--- src/rtl/multicycle_control_if.sv ---
// Datapath control bundle between the multicycle controller and its datapath.
interface multicycle_control_if #(
  parameter int unsigned CNT_W = 32
);
  logic [6:0]       Opcode;
  logic             MemReady;
  logic             PCWrite;
  logic             PCWriteCond;
  logic             IorD;
  logic             MemRead;
  logic             MemWrite;
  logic             IRWrite;
  logic             MemtoReg;
  logic             RegWrite;
  logic             ALUSrcA;
  logic             PCSource;
  logic [1:0]       ALUSrcB;
  logic [1:0]       ALUOp;
  logic             Illegal;
  logic [3:0]       State;
  logic [CNT_W-1:0] Instret;

  // Datapath side: supplies opcode and memory completion, consumes controls.
  modport master (
    output Opcode, MemReady,
    input  PCWrite, PCWriteCond, IorD, MemRead, MemWrite, IRWrite, MemtoReg,
    input  RegWrite, ALUSrcA, PCSource, ALUSrcB, ALUOp, Illegal, State, Instret
  );

  // Controller side.
  modport slave (
    input  Opcode, MemReady,
    output PCWrite, PCWriteCond, IorD, MemRead, MemWrite, IRWrite, MemtoReg,
    output RegWrite, ALUSrcA, PCSource, ALUSrcB, ALUOp, Illegal, State, Instret
  );
endinterface

--- src/rtl/multicycle_control.sv ---
// Multicycle RV-style control FSM with retired-instruction counter.
module multicycle_control #(
  parameter int unsigned CNT_W = 32
) (
  input  logic              clk,
  input  logic              rst_n,
  multicycle_control_if.slave bus
);
  localparam int unsigned ST_W = 4;
  localparam int unsigned OP_W = 7;

  localparam logic [ST_W-1:0] S_FETCH    = 4'd0;
  localparam logic [ST_W-1:0] S_DECODE   = 4'd1;
  localparam logic [ST_W-1:0] S_MEMADR   = 4'd2;
  localparam logic [ST_W-1:0] S_MEMREAD  = 4'd3;
  localparam logic [ST_W-1:0] S_MEMWB    = 4'd4;
  localparam logic [ST_W-1:0] S_MEMWRITE = 4'd5;
  localparam logic [ST_W-1:0] S_EXECUTE  = 4'd6;
  localparam logic [ST_W-1:0] S_ALUWB    = 4'd7;
  localparam logic [ST_W-1:0] S_BRANCH   = 4'd8;

  localparam logic [OP_W-1:0] OP_LOAD  = 7'b0000011;
  localparam logic [OP_W-1:0] OP_STORE = 7'b0100011;
  localparam logic [OP_W-1:0] OP_RTYPE = 7'b0110011;
  localparam logic [OP_W-1:0] OP_BEQ   = 7'b1100011;

  logic [ST_W-1:0]  state_q, state_d;
  logic [CNT_W-1:0] instret_q, instret_d;

  logic       pc_write, pc_write_cond, i_or_d, mem_read, mem_write, ir_write;
  logic       mem_to_reg, reg_write, alu_src_a, pc_source, illegal, retire;
  logic [1:0] alu_src_b, alu_op;

  // State and retired-instruction counter registers.
  always_ff @(posedge clk) begin
    if (!rst_n) begin
      state_q   <= S_FETCH;
      instret_q <= '0;
    end else begin
      state_q   <= state_d;
      instret_q <= instret_d;
    end
  end

  // Next-state, retirement and Moore/MemReady-qualified control decode.
  always_comb begin
    state_d       = state_q;
    instret_d     = instret_q;
    retire        = 1'b0;
    pc_write      = 1'b0;
    pc_write_cond = 1'b0;
    i_or_d        = 1'b0;
    mem_read      = 1'b0;
    mem_write     = 1'b0;
    ir_write      = 1'b0;
    mem_to_reg    = 1'b0;
    reg_write     = 1'b0;
    alu_src_a     = 1'b0;
    pc_source     = 1'b0;
    illegal       = 1'b0;
    alu_src_b     = 2'b00;
    alu_op        = 2'b00;

    case (state_q)
      S_FETCH: begin
        mem_read  = 1'b1;
        alu_src_b = 2'b01;
        ir_write  = bus.MemReady;
        pc_write  = bus.MemReady;
        if (bus.MemReady) state_d = S_DECODE;
      end
      S_DECODE: begin
        alu_src_b = 2'b11;
        case (bus.Opcode)
          OP_LOAD, OP_STORE: state_d = S_MEMADR;
          OP_RTYPE:          state_d = S_EXECUTE;
          OP_BEQ:            state_d = S_BRANCH;
          default: begin
            illegal = 1'b1;
            state_d = S_FETCH;
          end
        endcase
      end
      S_MEMADR: begin
        alu_src_a = 1'b1;
        alu_src_b = 2'b10;
        state_d   = (bus.Opcode == OP_LOAD) ? S_MEMREAD : S_MEMWRITE;
      end
      S_MEMREAD: begin
        mem_read = 1'b1;
        i_or_d   = 1'b1;
        if (bus.MemReady) state_d = S_MEMWB;
      end
      S_MEMWB: begin
        reg_write  = 1'b1;
        mem_to_reg = 1'b1;
        retire     = 1'b1;
        state_d    = S_FETCH;
      end
      S_MEMWRITE: begin
        mem_write = 1'b1;
        i_or_d    = 1'b1;
        if (bus.MemReady) begin
          retire  = 1'b1;
          state_d = S_FETCH;
        end
      end
      S_EXECUTE: begin
        alu_src_a = 1'b1;
        alu_op    = 2'b10;
        state_d   = S_ALUWB;
      end
      S_ALUWB: begin
        reg_write = 1'b1;
        retire    = 1'b1;
        state_d   = S_FETCH;
      end
      S_BRANCH: begin
        alu_src_a     = 1'b1;
        alu_op        = 2'b01;
        pc_write_cond = 1'b1;
        pc_source     = 1'b1;
        retire        = 1'b1;
        state_d       = S_FETCH;
      end
      default: state_d = S_FETCH;
    endcase

    if (retire) instret_d = instret_q + CNT_W'(1);
  end

  // Controls are held inactive while reset is asserted.
  always_comb begin
    bus.PCWrite     = rst_n & pc_write;
    bus.PCWriteCond = rst_n & pc_write_cond;
    bus.IorD        = rst_n & i_or_d;
    bus.MemRead     = rst_n & mem_read;
    bus.MemWrite    = rst_n & mem_write;
    bus.IRWrite     = rst_n & ir_write;
    bus.MemtoReg    = rst_n & mem_to_reg;
    bus.RegWrite    = rst_n & reg_write;
    bus.ALUSrcA     = rst_n & alu_src_a;
    bus.PCSource    = rst_n & pc_source;
    bus.Illegal     = rst_n & illegal;
    bus.ALUSrcB     = rst_n ? alu_src_b : 2'b00;
    bus.ALUOp       = rst_n ? alu_op : 2'b00;
    bus.State       = state_q;
    bus.Instret     = instret_q;
  end
endmodule

--- src/flat_wrapper.sv ---
// flat-port wrapper written by rule: the top's interface ports become plain ports
module multicycle_control_flat 
#(
  parameter int unsigned CNT_W = 32
)
  (clk, rst_n, bus_Opcode, bus_MemReady, bus_PCWrite, bus_PCWriteCond, bus_IorD, bus_MemRead, bus_MemWrite, bus_IRWrite, bus_MemtoReg, bus_RegWrite, bus_ALUSrcA, bus_PCSource, bus_ALUSrcB, bus_ALUOp, bus_Illegal, bus_State, bus_Instret);
  multicycle_control_if #(.CNT_W(CNT_W)) bus_i ();
  input  logic clk;
  input  logic rst_n;
  input wire logic [$bits(bus_i.Opcode)-1:0] bus_Opcode;
  input wire logic [$bits(bus_i.MemReady)-1:0] bus_MemReady;
  output wire logic [$bits(bus_i.PCWrite)-1:0] bus_PCWrite;
  output wire logic [$bits(bus_i.PCWriteCond)-1:0] bus_PCWriteCond;
  output wire logic [$bits(bus_i.IorD)-1:0] bus_IorD;
  output wire logic [$bits(bus_i.MemRead)-1:0] bus_MemRead;
  output wire logic [$bits(bus_i.MemWrite)-1:0] bus_MemWrite;
  output wire logic [$bits(bus_i.IRWrite)-1:0] bus_IRWrite;
  output wire logic [$bits(bus_i.MemtoReg)-1:0] bus_MemtoReg;
  output wire logic [$bits(bus_i.RegWrite)-1:0] bus_RegWrite;
  output wire logic [$bits(bus_i.ALUSrcA)-1:0] bus_ALUSrcA;
  output wire logic [$bits(bus_i.PCSource)-1:0] bus_PCSource;
  output wire logic [$bits(bus_i.ALUSrcB)-1:0] bus_ALUSrcB;
  output wire logic [$bits(bus_i.ALUOp)-1:0] bus_ALUOp;
  output wire logic [$bits(bus_i.Illegal)-1:0] bus_Illegal;
  output wire logic [$bits(bus_i.State)-1:0] bus_State;
  output wire logic [$bits(bus_i.Instret)-1:0] bus_Instret;
  assign bus_i.Opcode = bus_Opcode;
  assign bus_i.MemReady = bus_MemReady;
  assign bus_PCWrite = bus_i.PCWrite;
  assign bus_PCWriteCond = bus_i.PCWriteCond;
  assign bus_IorD = bus_i.IorD;
  assign bus_MemRead = bus_i.MemRead;
  assign bus_MemWrite = bus_i.MemWrite;
  assign bus_IRWrite = bus_i.IRWrite;
  assign bus_MemtoReg = bus_i.MemtoReg;
  assign bus_RegWrite = bus_i.RegWrite;
  assign bus_ALUSrcA = bus_i.ALUSrcA;
  assign bus_PCSource = bus_i.PCSource;
  assign bus_ALUSrcB = bus_i.ALUSrcB;
  assign bus_ALUOp = bus_i.ALUOp;
  assign bus_Illegal = bus_i.Illegal;
  assign bus_State = bus_i.State;
  assign bus_Instret = bus_i.Instret;
  multicycle_control #(.CNT_W(CNT_W)) u_core (.clk(clk), .rst_n(rst_n), .bus(bus_i));
endmodule
--- config.mk ---
export PLATFORM = sky130hd
export DESIGN_NAME = multicycle_control_flat
export DESIGN_NICKNAME = d
export VERILOG_FILES = /design/src/rtl/multicycle_control_if.sv /design/src/rtl/multicycle_control.sv /design/src/flat_wrapper.sv
export SDC_FILE = /design/constraint.sdc
export NUM_CORES = 1
export LEC_CHECK = 0
export CORE_MARGIN = 10
export CORE_UTILIZATION = 48
export CTS_BUF_LIST = sky130_fd_sc_hd__clkbuf_8
export DETAILED_ROUTE_END_ITERATION = 10
export GPL_TIMING_DRIVEN = 0
export PLACE_DENSITY = 0.78
export SETUP_SLACK_MARGIN = 0.2
export SYNTH_ARGS = -nofsm -noshare
export SYNTH_HDL_FRONTEND = slang
export SYNTH_SLANG_ARGS = --single-unit
--- constraint.sdc ---
create_clock -name clk -period 2.4 [get_ports clk]
set_input_delay 0.48 -clock clk [delete_from_list [all_inputs] [get_ports clk]]
set_output_delay 0.48 -clock clk [all_outputs]
set_load 0.02 [all_outputs]
# Word level (Yosys, flattened, before mapping)
# Index checks and enable logic that the tools add are counted.
# word_totals
in_bits,10
wordCells,58
register_bits,36
output_inout_bits,51
# classes
n_eq_ne,15
add_sub_neg,1
reduce_logical,9
n_mux,22
bitwise,9
# op_table
op,n
$add A32 B1 Y32 const B,1
$pmux W4 S6,1
$eq A4 B3 Y1 const B,4
$eq A7 B6 Y1 const B,2
$mux W4,3
$pmux W4 S3,1
$mux W1,11
$and A1 B1 Y1,9
$eq A4 B2 Y1 const B,2
$reduce_or A2 Y1,4
$eq A7 B2 Y1 const B,1
$eq A7 B7 Y1 const B,1
$ne A2 B2 Y1 const B,3
$pmux W2 S3,1
$reduce_or A3 Y1,2
$eq A4 B1 Y1 const B,1
$eq A4 B4 Y1 const B,1
$logic_not A4 Y1,1
$mux W2,2
$pmux W2 S2,1
$reduce_or A4 Y1,1
$mux W3,1
$reduce_and A3 Y1,1
$pmux W1 S2,1

# Depth between registers and ports, before layout
# Gate-level depths: netlist (run 1).
# depth
word_depth,5
mapped_depth,8
depth_no_buf,6

# Worst setup path before layout (run 1)
# Ideal clock, no wire load.
# synth_timing
kind,input to output
start,in rst_n
end,out bus_PCWrite
t_arrival_ns,2.031
cell_stages,5
setup_slack_ns,-0.111
t_required_ns,1.920
path_buffers,2
path_cell_list,clkinv_1 -> or3_1 -> clkbuf_1 -> nor4_1 -> buf_4
# synth_via
elab_chain_len,1
# synth_lines
item,line,text
start: declaration,flat_wrapper.sv:9,input logic rst_n;
$and A1 B1 Y1,n/a,
end: declaration,flat_wrapper.sv:12,output wire logic [$bits(bus_i.PCWrite)-1:0] bus_PCWrite;
# No other way between the ends.

# Final worst setup path (run 1)
# layout_timing
start,in rst_n
end,out bus_PCWrite
# layout_via
elab_chain_len,1
# layout_lines
item,line,text
$and A1 B1 Y1,multicycle_control.sv:134,bus.PCWrite = rst_n & pc_write;
# No other way between the ends.

==> results by group, run 1 <==
Outcome
  – Status: complete, no violations

Route
  – Average vias per placed instance: 5.41
  – Routed vias: 1975
  – Met1 WL: 2.56 mm
  – DRT iter0 DRCs: 149
  – Routed WL per cell: 15.5 um
  – Routed length on met3: 356 um
  – Routed wl met2: 2.68 mm
  – Final WL: 5.65 mm
  – ANT nets after route: 0
  – Top sig layer: met4
  – Drc violations: 0
  – Pre-antenna DRT Iters: 4

Critical path
  – Startpoint Class: input port
  – CP required: 1920 ps
  – CP Capture Type: output port
  – CP arrival: 1730 ps
  – Max Fanout on Critical Path: 6
  – Worst r2r src: u_core.bus.State[3]$_SDFFE_PN0P_
  – Crit Path Class: in -> out
  – Critical Path Start: rst_n

Timing
  – Setup TNS: 0 ps
  – Tmin final: 2210 ps
  – RSZ-0062 raised after global routing: true
  – Final setup vio count: 0
  – Fin. Hold Viols: 0
  – Tightest Pin Transition: 483 ps
  – Clock skew: 9.20 ps
  – Slew HR: 67.8%
  – Slew Limit Fails: 0
  – Final Cycle Share: 92.3%
  – Max frequency: 452 MHz

Global route
  – Vias in the first global route: 1853
  – Total grt overflow: 0
  – Largest net degree at the start of global routing: 12
  – Initial antenna violation count: 0
  – Global-route wire length before repair: 9.32 mm
  – GRT Resource Usage Total: 15.8%

CTS
  – CTS tree: yes
  – Root Driver: clkbuf_8
  – CTS buffer count: 5
  – H-tree levels: 2
  – Worst skew pair latency: 290 ps
  – Clock buffer depth: 2
  – CTS Hold Buffers Added: 0
  – Clk slew on worst S/H paths: 70 ps
  – CTS Sinks: 36

Synth
  – Flops & latches, synth: 36
  – Fraction of registers with async set/reset: 0%
  – Synth Cell Area: 1950 um2
  – Main synth FF type: dfxtp_1
  – Post-synth EDFFs: 0
  – Synthesis Warnings: 0
  – Syn_area_per_cell: 8.10 um2
  – Synth unique cells: 41
  – Register area share after synthesis: 36.9%
  – Syn Inst Count: 241
  – Syn Nets: 252

Power
  – P_leak: 0.995 nW
  – P_int: 946 uW
  – Flop pwr share: 46.8%
  – Switch share: 29.2%
  – Power per cell area: 478 nW/um2
  – Worst vdd ir: 270 uV
  – P_sw: 390 uW
  – Clock power frac: 33.8%
  – Combinational share of power: 19.4%

Finish
  – Layout cells sized above 1: 17.5%
  – Nets: 325
  – Finished Layout Cells: 365
  – # diodes: 0
  – Fin area: 2800 um2
  – Layout Area Growth over Synthesis: 43.2%

Place
  – Port Buffer Count: 60
  – Detail Placement HPWL: 4.14 mm
  – Final weighted congestion in routability-driven placement: 0.815
  – Placed Instances: 351
  – Post-DP Area: 2630 um2

Min path
  – Worst min path class: in -> reg
  – Hold path startpoint: rst_n

Die
  – # rows: 23
  – Die H: 83.8 um
  – Die Area: 7020 um2
  – IO Count: 61
  – Die W: 83.8 um
  – Core footprint: 3970 um2
  – Initial Util: 49.2%

Run
  – Max-cap violation count: 0
-- registers in the layout, indices dropped and copies added (netlist names) --
name,count
u_core.bus.State,4
u_core.bus.Instret,32
-- per-layer routing --
| layer | track usage [%] | up-vias |
|---|---|---|
| met2 | 24.7 | 43 |
| met3 | 6.84 | 6 |
| met1 | 19.0 | 934 |
| li1 | - | 992 |
| met4 | 5.02 | 0 |
| met5 | 0 | - |
-- metrics by stage --
step	setup slack, ps	hold WS [ps]	power, mW	util (%)
floorplan	305	566	0.780	-
global placement	-835	485	0.879	66.3
detailed placement	-826	497	0.882	66.3
CTS	52.3	505	1.34	69.4
global route	94.2	459	1.40	70.4
finish	186	467	1.34	70.4
-- worst paths after layout --
| check | slack, ps | cells past startpoint | to |
|---|---|---|---|
| setup / recovery | 190 | 7 | bus_PCWrite |
| hold / removal | 470 | 2 | u_core.bus.Instret[31]$_SDFFE_PN0P_ |
| setup reg to reg | 250 | 8 | u_core.bus.Instret[17]$_SDFFE_PN0P_ |
| hold reg to reg | 510 | 2 | u_core.bus.Instret[17]$_SDFFE_PN0P_ |
-- layout by cell type (no fill, tap or decap), types with 6 or more instances in the layout --
| cell type | n |
|---|---|
| clkdlybuf4s50_1 | 43 |
| nor2_1 | 37 |
| dfxtp_1 | 32 |
| xnor2_1 | 23 |
| nand2_1 | 21 |
| buf_4 | 13 |
| nor4_1 | 12 |
| nor3_1 | 8 |
| nand4_1 | 7 |
| o21ai_0 | 7 |
| a21oi_1 | 6 |
| clkbuf_8 | 6 |
-- kinds of logic (layout without fill, tap and decap cells) --
| family | after synthesis | count (layout) | share of synthesized area, % |
|---|---|---|---|
| fa+ha+maj | 2 | 2 | 1.15 |
| simple gates | 130 | 130 | 36.5 |
| buf+inv | 19 | 93 | 4.48 |
| compound gates | 25 | 25 | 7.88 |
| mux | 1 | 1 | 0.513 |
| flops | 36 | 36 | 36.9 |
| xor+xnor | 28 | 28 | 12.6 |
-- critical path, stage by stage --
cell,delay (ps)
buf_2,130
clkinv_2,90
or3_4,390
buf_6,130
nor4_4,220
buf_4,140
buf_2,150
-- Yosys cell counts, types with 4 or more instances --
library cell	instances	area, um2
and3_1	6	37.5
and2_1	5	31.3
or3_1	5	31.3
nor4b_1	4	35.0
nor3_1	9	45.0
xnor2_1	23	201
nand3_1	4	20.0
nand4_1	7	43.8
nor2_1	38	143
xor2_1	5	43.8
nor4_1	13	81.3
clkbuf_1	8	30.0
nand2_1	21	78.8
o21ai_0	7	35.0
buf_2	4	20.0
a21oi_1	6	30.0
dfxtp_1	36	721
-- repair_timing --
action | CTS | global route
buffers inserted | 1 | 5
endpoints found under the setup margin | 36 | 33
resized for setup | 53 | 26
pin swaps | 0 | 6
-- area by class of cell --
cell class                      instances  area [um2]
Buffer                                 15         101
Clock buffer                            6        82.6
Clock inverter                          2        10.0
Fill cell                             340        1170
Inverter                                4        16.3
Multi-Input combinational cell        186        1190
Sequential cell                        36         726
Tap cell                               50        62.6
Timing Repair Buffer                   66         608
-- power by group through the flow --
stage	Clock [mW]	Combinational (mW)	Sequential, mW
floorplan	0	0.136	0.643
global placement	0	0.245	0.634
detailed placement	0	0.247	0.634
CTS	0.463	0.251	0.624
global route	0.493	0.279	0.627
finish	0.451	0.259	0.626
No activity file was read; power rests on OpenSTA's default activity.
==> run 2, diff against run 1 <==
Settings changed: PLACE_DENSITY 0.78 to 0.81.
==> run 2 against run 1 <==
Sequential share of layout area up 0.48 points. Register-to-register slack improved by 30 ps. Largest cell class unchanged. Final area shrank 2.0%. Final cell count shrank 1.9%. Largest power group unchanged. Combinational power hardly changed. Setup slack gained 37 ps. First-iteration DRC count down 33%. Clock power decreased by 12%. Wire length down 3.8%. Non-clock buffer count decreased by 6. Global-route usage shrank 0.70 points.
==> results by group, run 2 (synthesized netlist as in run 1, its figures left out) <==
Route
  – Drc violations: 0 (unchanged)
  – DRT iter0 DRCs: 100 (-33%)
  – Pre-antenna DRT Iters: 4 (unchanged)
  – Average vias per placed instance: 5.40 (-0.21%)
  – Routed WL per cell: 15.2 um (-2.0%)
  – ANT nets after route: 0 (unchanged)
  – Routed vias: 1933 (-2.1%)
  – Final WL: 5.44 mm (-3.8%)

Finish
  – Layout Area Growth over Synthesis: 40.4%
  – # diodes: 0 (unchanged)
  – Sequential cell area: 724 um2 (-0.17%)
  – # fillers: 346 (+1.8%)
  – Most frequent cells in the layout: clkdlybuf4s50_1 (42), nor2_1 (37), dfxtp_1 (33)
  – Multi-input logic area: 1200 um2 (+0.84%)
  – Finished Layout Cells: 358 (-1.9%)
  – Fin area: 2740 um2 (-2.0%)
  – Final core occ: 69.0% (-1.4 points)
  – Max reg flops: 32 (unchanged)
  – Commonest non-fill, non-tap cell in the layout: clkdlybuf4s50_1
  – Layout cells sized above 1: 14.3% (-3.2 points)
  – Nets: 319 (-1.8%)

Die
  – Die W: 83.8 um (unchanged)
  – Die H: 83.8 um (unchanged)
  – Die Area: 7020 um2 (unchanged)
  – # rows: 23 (unchanged)
  – IO Count: 61 (unchanged)
  – Core footprint: 3970 um2 (unchanged)
  – Initial Util: 49.2% (unchanged)

Place
  – Port Buffer Count: 60 (unchanged)
  – Placed Instances: 351 (unchanged)
  – Post-DP Area: 2630 um2 (unchanged)
  – Detail Placement HPWL: 4.07 mm (-1.5%)
  – Final weighted congestion in routability-driven placement: 0.834 (+2.3%)

Power
  – Power per cell area: 467 nW/um2 (-2.3%)
  – Worst vdd ir: 332 uV (+23%)
  – P_leak: 0.971 nW (-2.4%)

Outcome
  – Status: complete, no violations

CTS
  – Clock buffer depth: 2 (unchanged)
  – H-tree levels: 2 (unchanged)
  – CTS tree: yes
  – Root Driver: clkbuf_8
  – Setup Buffers After CTS: 0 (-1)
  – CTS buffer count: 5 (unchanged)
  – CTS Sinks: 36 (unchanged)
  – Worst skew pair latency: 280 ps (about the same)
  – Clk slew on worst S/H paths: 60 ps (about the same)

Critical path
  – Max Fanout on Critical Path: 9 (+3)
  – CP required: 1920 ps (about the same)
  – CP Capture Type: output port
  – Crit Path Class: reg -> out
  – Startpoint Class: flip-flop
  – CP arrival: 1700 ps (-30 ps)

Timing
  – Final setup vio count: 0 (unchanged)
  – Tightest Pin Transition: 452 ps (-31.6 ps)
  – Fin. Hold Viols: 0 (unchanged)
  – Slew Limit Fails: 0 (unchanged)
  – Fin Hold WS: 494 ps (+27.0 ps)
  – Clock skew: 6.78 ps (-2.42 ps)
  – Setup TNS: 0 ps (unchanged)
  – Tmin final: 2180 ps (-37.1 ps)
  – RSZ-0062 raised after global routing: true
  – Final Cycle Share: 90.7% (-1.5 points)
  – Slew HR: 69.9% (+2.1 points)
  – Max frequency: 459 MHz (+1.7%)

Global route
  – Initial antenna violation count: 0 (unchanged)
  – GRT Resource Usage Total: 15.1% (-0.70 points)
  – Global-route wire length before repair: 9.04 mm (-3.0%)
  – Total grt overflow: 0 (unchanged)
  – Largest net degree at the start of global routing: 11 (-1)
  – Vias in the first global route: 1804 (-2.6%)

Min path
  – Worst min path class: in -> reg

Run
  – Max-cap violation count: 0 (unchanged)
-- run 2: final timing paths --
| path | cells after the start | from | slack, ps | endpoint |
|---|---|---|---|---|
| worst max-delay path | 6 | u_core.bus.State[3]$_SDFFE_PN0P_ | 220 | bus_PCWrite |
| worst min register to register | 2 | u_core.bus.Instret[17]$_SDFFE_PN0P_ | 540 | u_core.bus.Instret[17]$_SDFFE_PN0P_ |
| worst min-delay path | 2 | rst_n | 490 | u_core.bus.Instret[31]$_SDFFE_PN0P_ |
| worst max register to register | 6 | u_core.bus.State[3]$_SDFFE_PN0P_ | 280 | u_core.bus.Instret[17]$_SDFFE_PN0P_ |
-- run 2: timing repair --
action,CTS,global route
pin swaps,0,1
setup endpoints to repair,37,35
hold buffers,0,0
resized for setup,53,21
gates cloned,0,0
-- run 2: routing by layer --
metal,vias to the layer above,routed length [um],track usage (%)
li1,976,-,-
met1,911,2460,18.9
met2,42,2610,23.9
met3,4,324,5.18
met4,0,42,4.26
met5,-,0,0
-- run 2: power breakdown --
part,internal [mW],switching [mW],leakage [nW]
clock,0.193,0.202,0.0452
combinational,0.105,0.151,0.634
sequential,0.608,0.0192,0.292
-- run 2: through the flow --
step	setup WS, ps	power [mW]
global route	137	1.34
floorplan	305	0.780
global placement	-814	0.877
CTS	45.7	1.27
finish	223	1.28
detailed placement	-854	0.882
-- run 2: worst max-delay path, stage by stage (launching register included) --
cell	delay, ps
dfxtp_1	320
buf_6	140
or3_1	350
buf_2	170
nor4_4	150
buf_4	140
buf_2	160
-- run 2: cell type report --
cell class	count	share of cell area, %
well taps	50	2.28
multi-input cells	186	43.8
clock inverters	2	0.319
repair buffers	60	20.4
inverters	4	0.730
plain buffers	15	3.51
clock buffers	5	2.51
flip-flops and latches	36	26.4
==> run 3, diff against run 2 <==
Settings changed: CORE_ASPECT_RATIO from default to 1.1, CORE_UTILIZATION 48 to 45, PLACE_DENSITY 0.81 to 0.77.
Clock period 2.4 ns to 2.59 ns, I/O delays scaled along.
==> run 3 against run 2 <==
Via count rose by 0.52%. Global-route usage decreased by 1.1 points. Clock power grew 23%. Core utilization shrank 4.0 points. Register-to-register slack improved by 210 ps. Non-clock buffer count rose by 1. Critical path depth unchanged. Largest cell class unchanged. Largest power group unchanged. Highest routed layer unchanged.
==> results by group, run 3 (synthesized netlist as in run 1, its figures left out) <==
Power
  – Worst vdd ir: 335 uV (+0.73%)
  – P_sw: 350 uW (-6.2%)
  – Design Power: 1.29 mW (+1.1%)
  – Switch share: 27.0% (-2.1 points)
  – P_leak: 0.994 nW (+2.4%)
  – Clock power frac: 37.6% (+6.7 points)
  – Combinational share of power: 17.9% (-2.2 points)
  – P_int: 944 uW (+4.2%)
  – Power per cell area: 468 nW/um2 (+0.27%)
  – Flop pwr share: 44.6% (-4.4 points)

CTS
  – Worst skew pair latency: 290 ps (about the same)
  – CTS Sinks: 36 (unchanged)
  – H-tree levels: 2 (unchanged)
  – CTS tree: yes
  – CTS buffer count: 5 (unchanged)
  – Clk slew on worst S/H paths: 70 ps (about the same)
  – Clock buffer depth: 2 (unchanged)
  – Root Driver: clkbuf_8

Die
  – Die H: 89.1 um (+6.3%)
  – # rows: 25 (+8.7%)
  – Core footprint: 4250 um2 (+7.1%)
  – Initial Util: 45.9% (-3.3 points)
  – Die W: 82.8 um (-1.2%)
  – IO Count: 61 (unchanged)
  – Die Area: 7380 um2 (+5.1%)

Critical path
  – CP arrival: 1800 ps (+100 ps)
  – Startpoint Class: flip-flop
  – CP required: 2070 ps (+150 ps)
  – Worst reg-to-reg setup slack: 490 ps (+210 ps)
  – Crit Path Class: reg -> out
  – Max Fanout on Critical Path: 9 (unchanged)
  – CP Capture Type: output port

Run
  – Max-cap violation count: 0 (unchanged)

Timing
  – Final Cycle Share: 89.6%
  – Clock skew: 9.57 ps (+2.79 ps)
  – Final setup vio count: 0 (unchanged)
  – Tightest Pin Transition: 585 ps (+133 ps)
  – Slew Limit Fails: 0 (unchanged)
  – Fin. Hold Viols: 0 (unchanged)
  – Slew HR: 61.0% (-8.9 points)
  – Tmin final: 2320 ps
  – Max frequency: 431 MHz
  – RSZ-0062 raised after global routing: true

Finish
  – Layout Area Growth over Synthesis: 41.6%
  – Final core occ: 65.0% (-4.0 points)
  – Most frequent cells in the layout: clkdlybuf4s50_1 (44), nor2_1 (36), dfxtp_1 (34)
  – Commonest non-fill, non-tap cell in the layout: clkdlybuf4s50_1
  – Layout cells sized above 1: 13.5% (-0.74 points)
  – Max reg flops: 32 (unchanged)
  – Nets: 320 (+0.31%)
  – # diodes: 0 (unchanged)

Global route
  – Vias in the first global route: 1846 (+2.3%)
  – Largest net degree at the start of global routing: 13 (+2)
  – Global-route wire length before repair: 8.74 mm (-3.4%)
  – Initial antenna violation count: 0 (unchanged)
  – GRT Resource Usage Total: 14.0% (-1.1 points)
  – Total grt overflow: 0 (unchanged)

Route
  – Routed vias: 1943 (+0.52%)
  – Final WL: 5.28 mm (-2.8%)
  – Pre-antenna DRT Iters: 4 (unchanged)
  – Routed WL per cell: 14.5 um (-4.4%)
  – DRT iter0 DRCs: 95 (-5.0%)
  – ANT nets after route: 0 (unchanged)
  – Average vias per placed instance: 5.34 (-1.1%)
  – Drc violations: 0 (unchanged)

Place
  – Detail Placement HPWL: 4.03 mm (-1.0%)
  – Port Buffer Count: 60 (unchanged)
  – Final weighted congestion in routability-driven placement: 0.858 (+2.9%)

Min path
  – Worst min path class: in -> reg

Outcome
  – Status: complete, no violations
run 3: changes by cell type in the layout (fill, tap and decap cells not counted), moves of 2 or more:
| cell | delta |
|---|---|
| buf_2 | -2 |
| nor4b_2 | +2 |
| clkbuf_2 | -2 |
| buf_4 | +2 |
| nor4b_4 | -2 |
| clkdlybuf4s50_1 | +2 |
| dlygate4sd2_1 | +2 |
run 3: metal layers:
metal | GRT usage [%] | part of all wire (%) | vias up
met2 | 23.7 | 47 | 57
met3 | 5.93 | 7.8 | 5
li1 | - | - | 988
met5 | 0 | 0 | -
met4 | 3.56 | 1.0 | 0
met1 | 16.0 | 44 | 893
run 3: layout make-up:
cell class / instances / area, um2
Clock buffer: 5 / 68.8
Buffer: 15 / 92.6
Clock inverter: 3 / 42.5
Inverter: 4 / 16.3
Sequential cell: 36 / 723
Fill cell: 396 / 1490
Tap cell: 54 / 67.6
Timing Repair Buffer: 61 / 582
Multi-Input combinational cell: 186 / 1170
run 3: power groups by stage:
stage               sequential [mW]  combinational [mW]  clock [mW]
detailed placement            0.588               0.225           0
finish                        0.577               0.231       0.486
global placement              0.588               0.223           0
floorplan                     0.596               0.123           0
CTS                           0.576               0.222       0.494
global route                  0.578               0.252       0.523
run 3: metrics by stage:
stage | cells | setup WS (ps) | hold slack (ps) | setup TNS [ps] | instance area [um2]
after floorplan | 241 | 292 | 566 | 0 | 1960
after global placement | 355 | -682 | 493 | -5540 | 2630
after detailed placement | 355 | -704 | 501 | -5610 | 2630
after CTS | 363 | 26.5 | 511 | 0 | 2740
after global routing | 364 | 194 | 524 | 0 | 2770
final | 364 | 270 | 514 | 0 | 2770
run 3: timing repair:
| item | 4_1_cts | 5_1_grt |
|---|---|---|
| pin swaps | 0 | 1 |
| setup endpoints to repair | 15 | 31 |
| resized for setup | 40 | 20 |
| hold buffers | 0 | 0 |
| setup buffers | 0 | 1 |
run 3: critical path, stage by stage, from the launching register on:
cell	delay [ps]
dfxtp_1	320
buf_6	140
or3_1	370
buf_4	170
nor4_4	220
buf_4	140
buf_2	150
run 3: worst paths after layout:
check,start,end,cells past startpoint
worst min register to register,u_core.bus.Instret[17]$_SDFFE_PN0P_,u_core.bus.Instret[17]$_SDFFE_PN0P_,2
worst max-delay path,u_core.bus.State[3]$_SDFFE_PN0P_,bus_PCWrite,6
worst max register to register,u_core.bus.State[0]$_SDFFE_PN0P_,u_core.bus.Instret[31]$_SDFFE_PN0P_,6
worst min-delay path,rst_n,u_core.bus.Instret[31]$_SDFFE_PN0P_,2
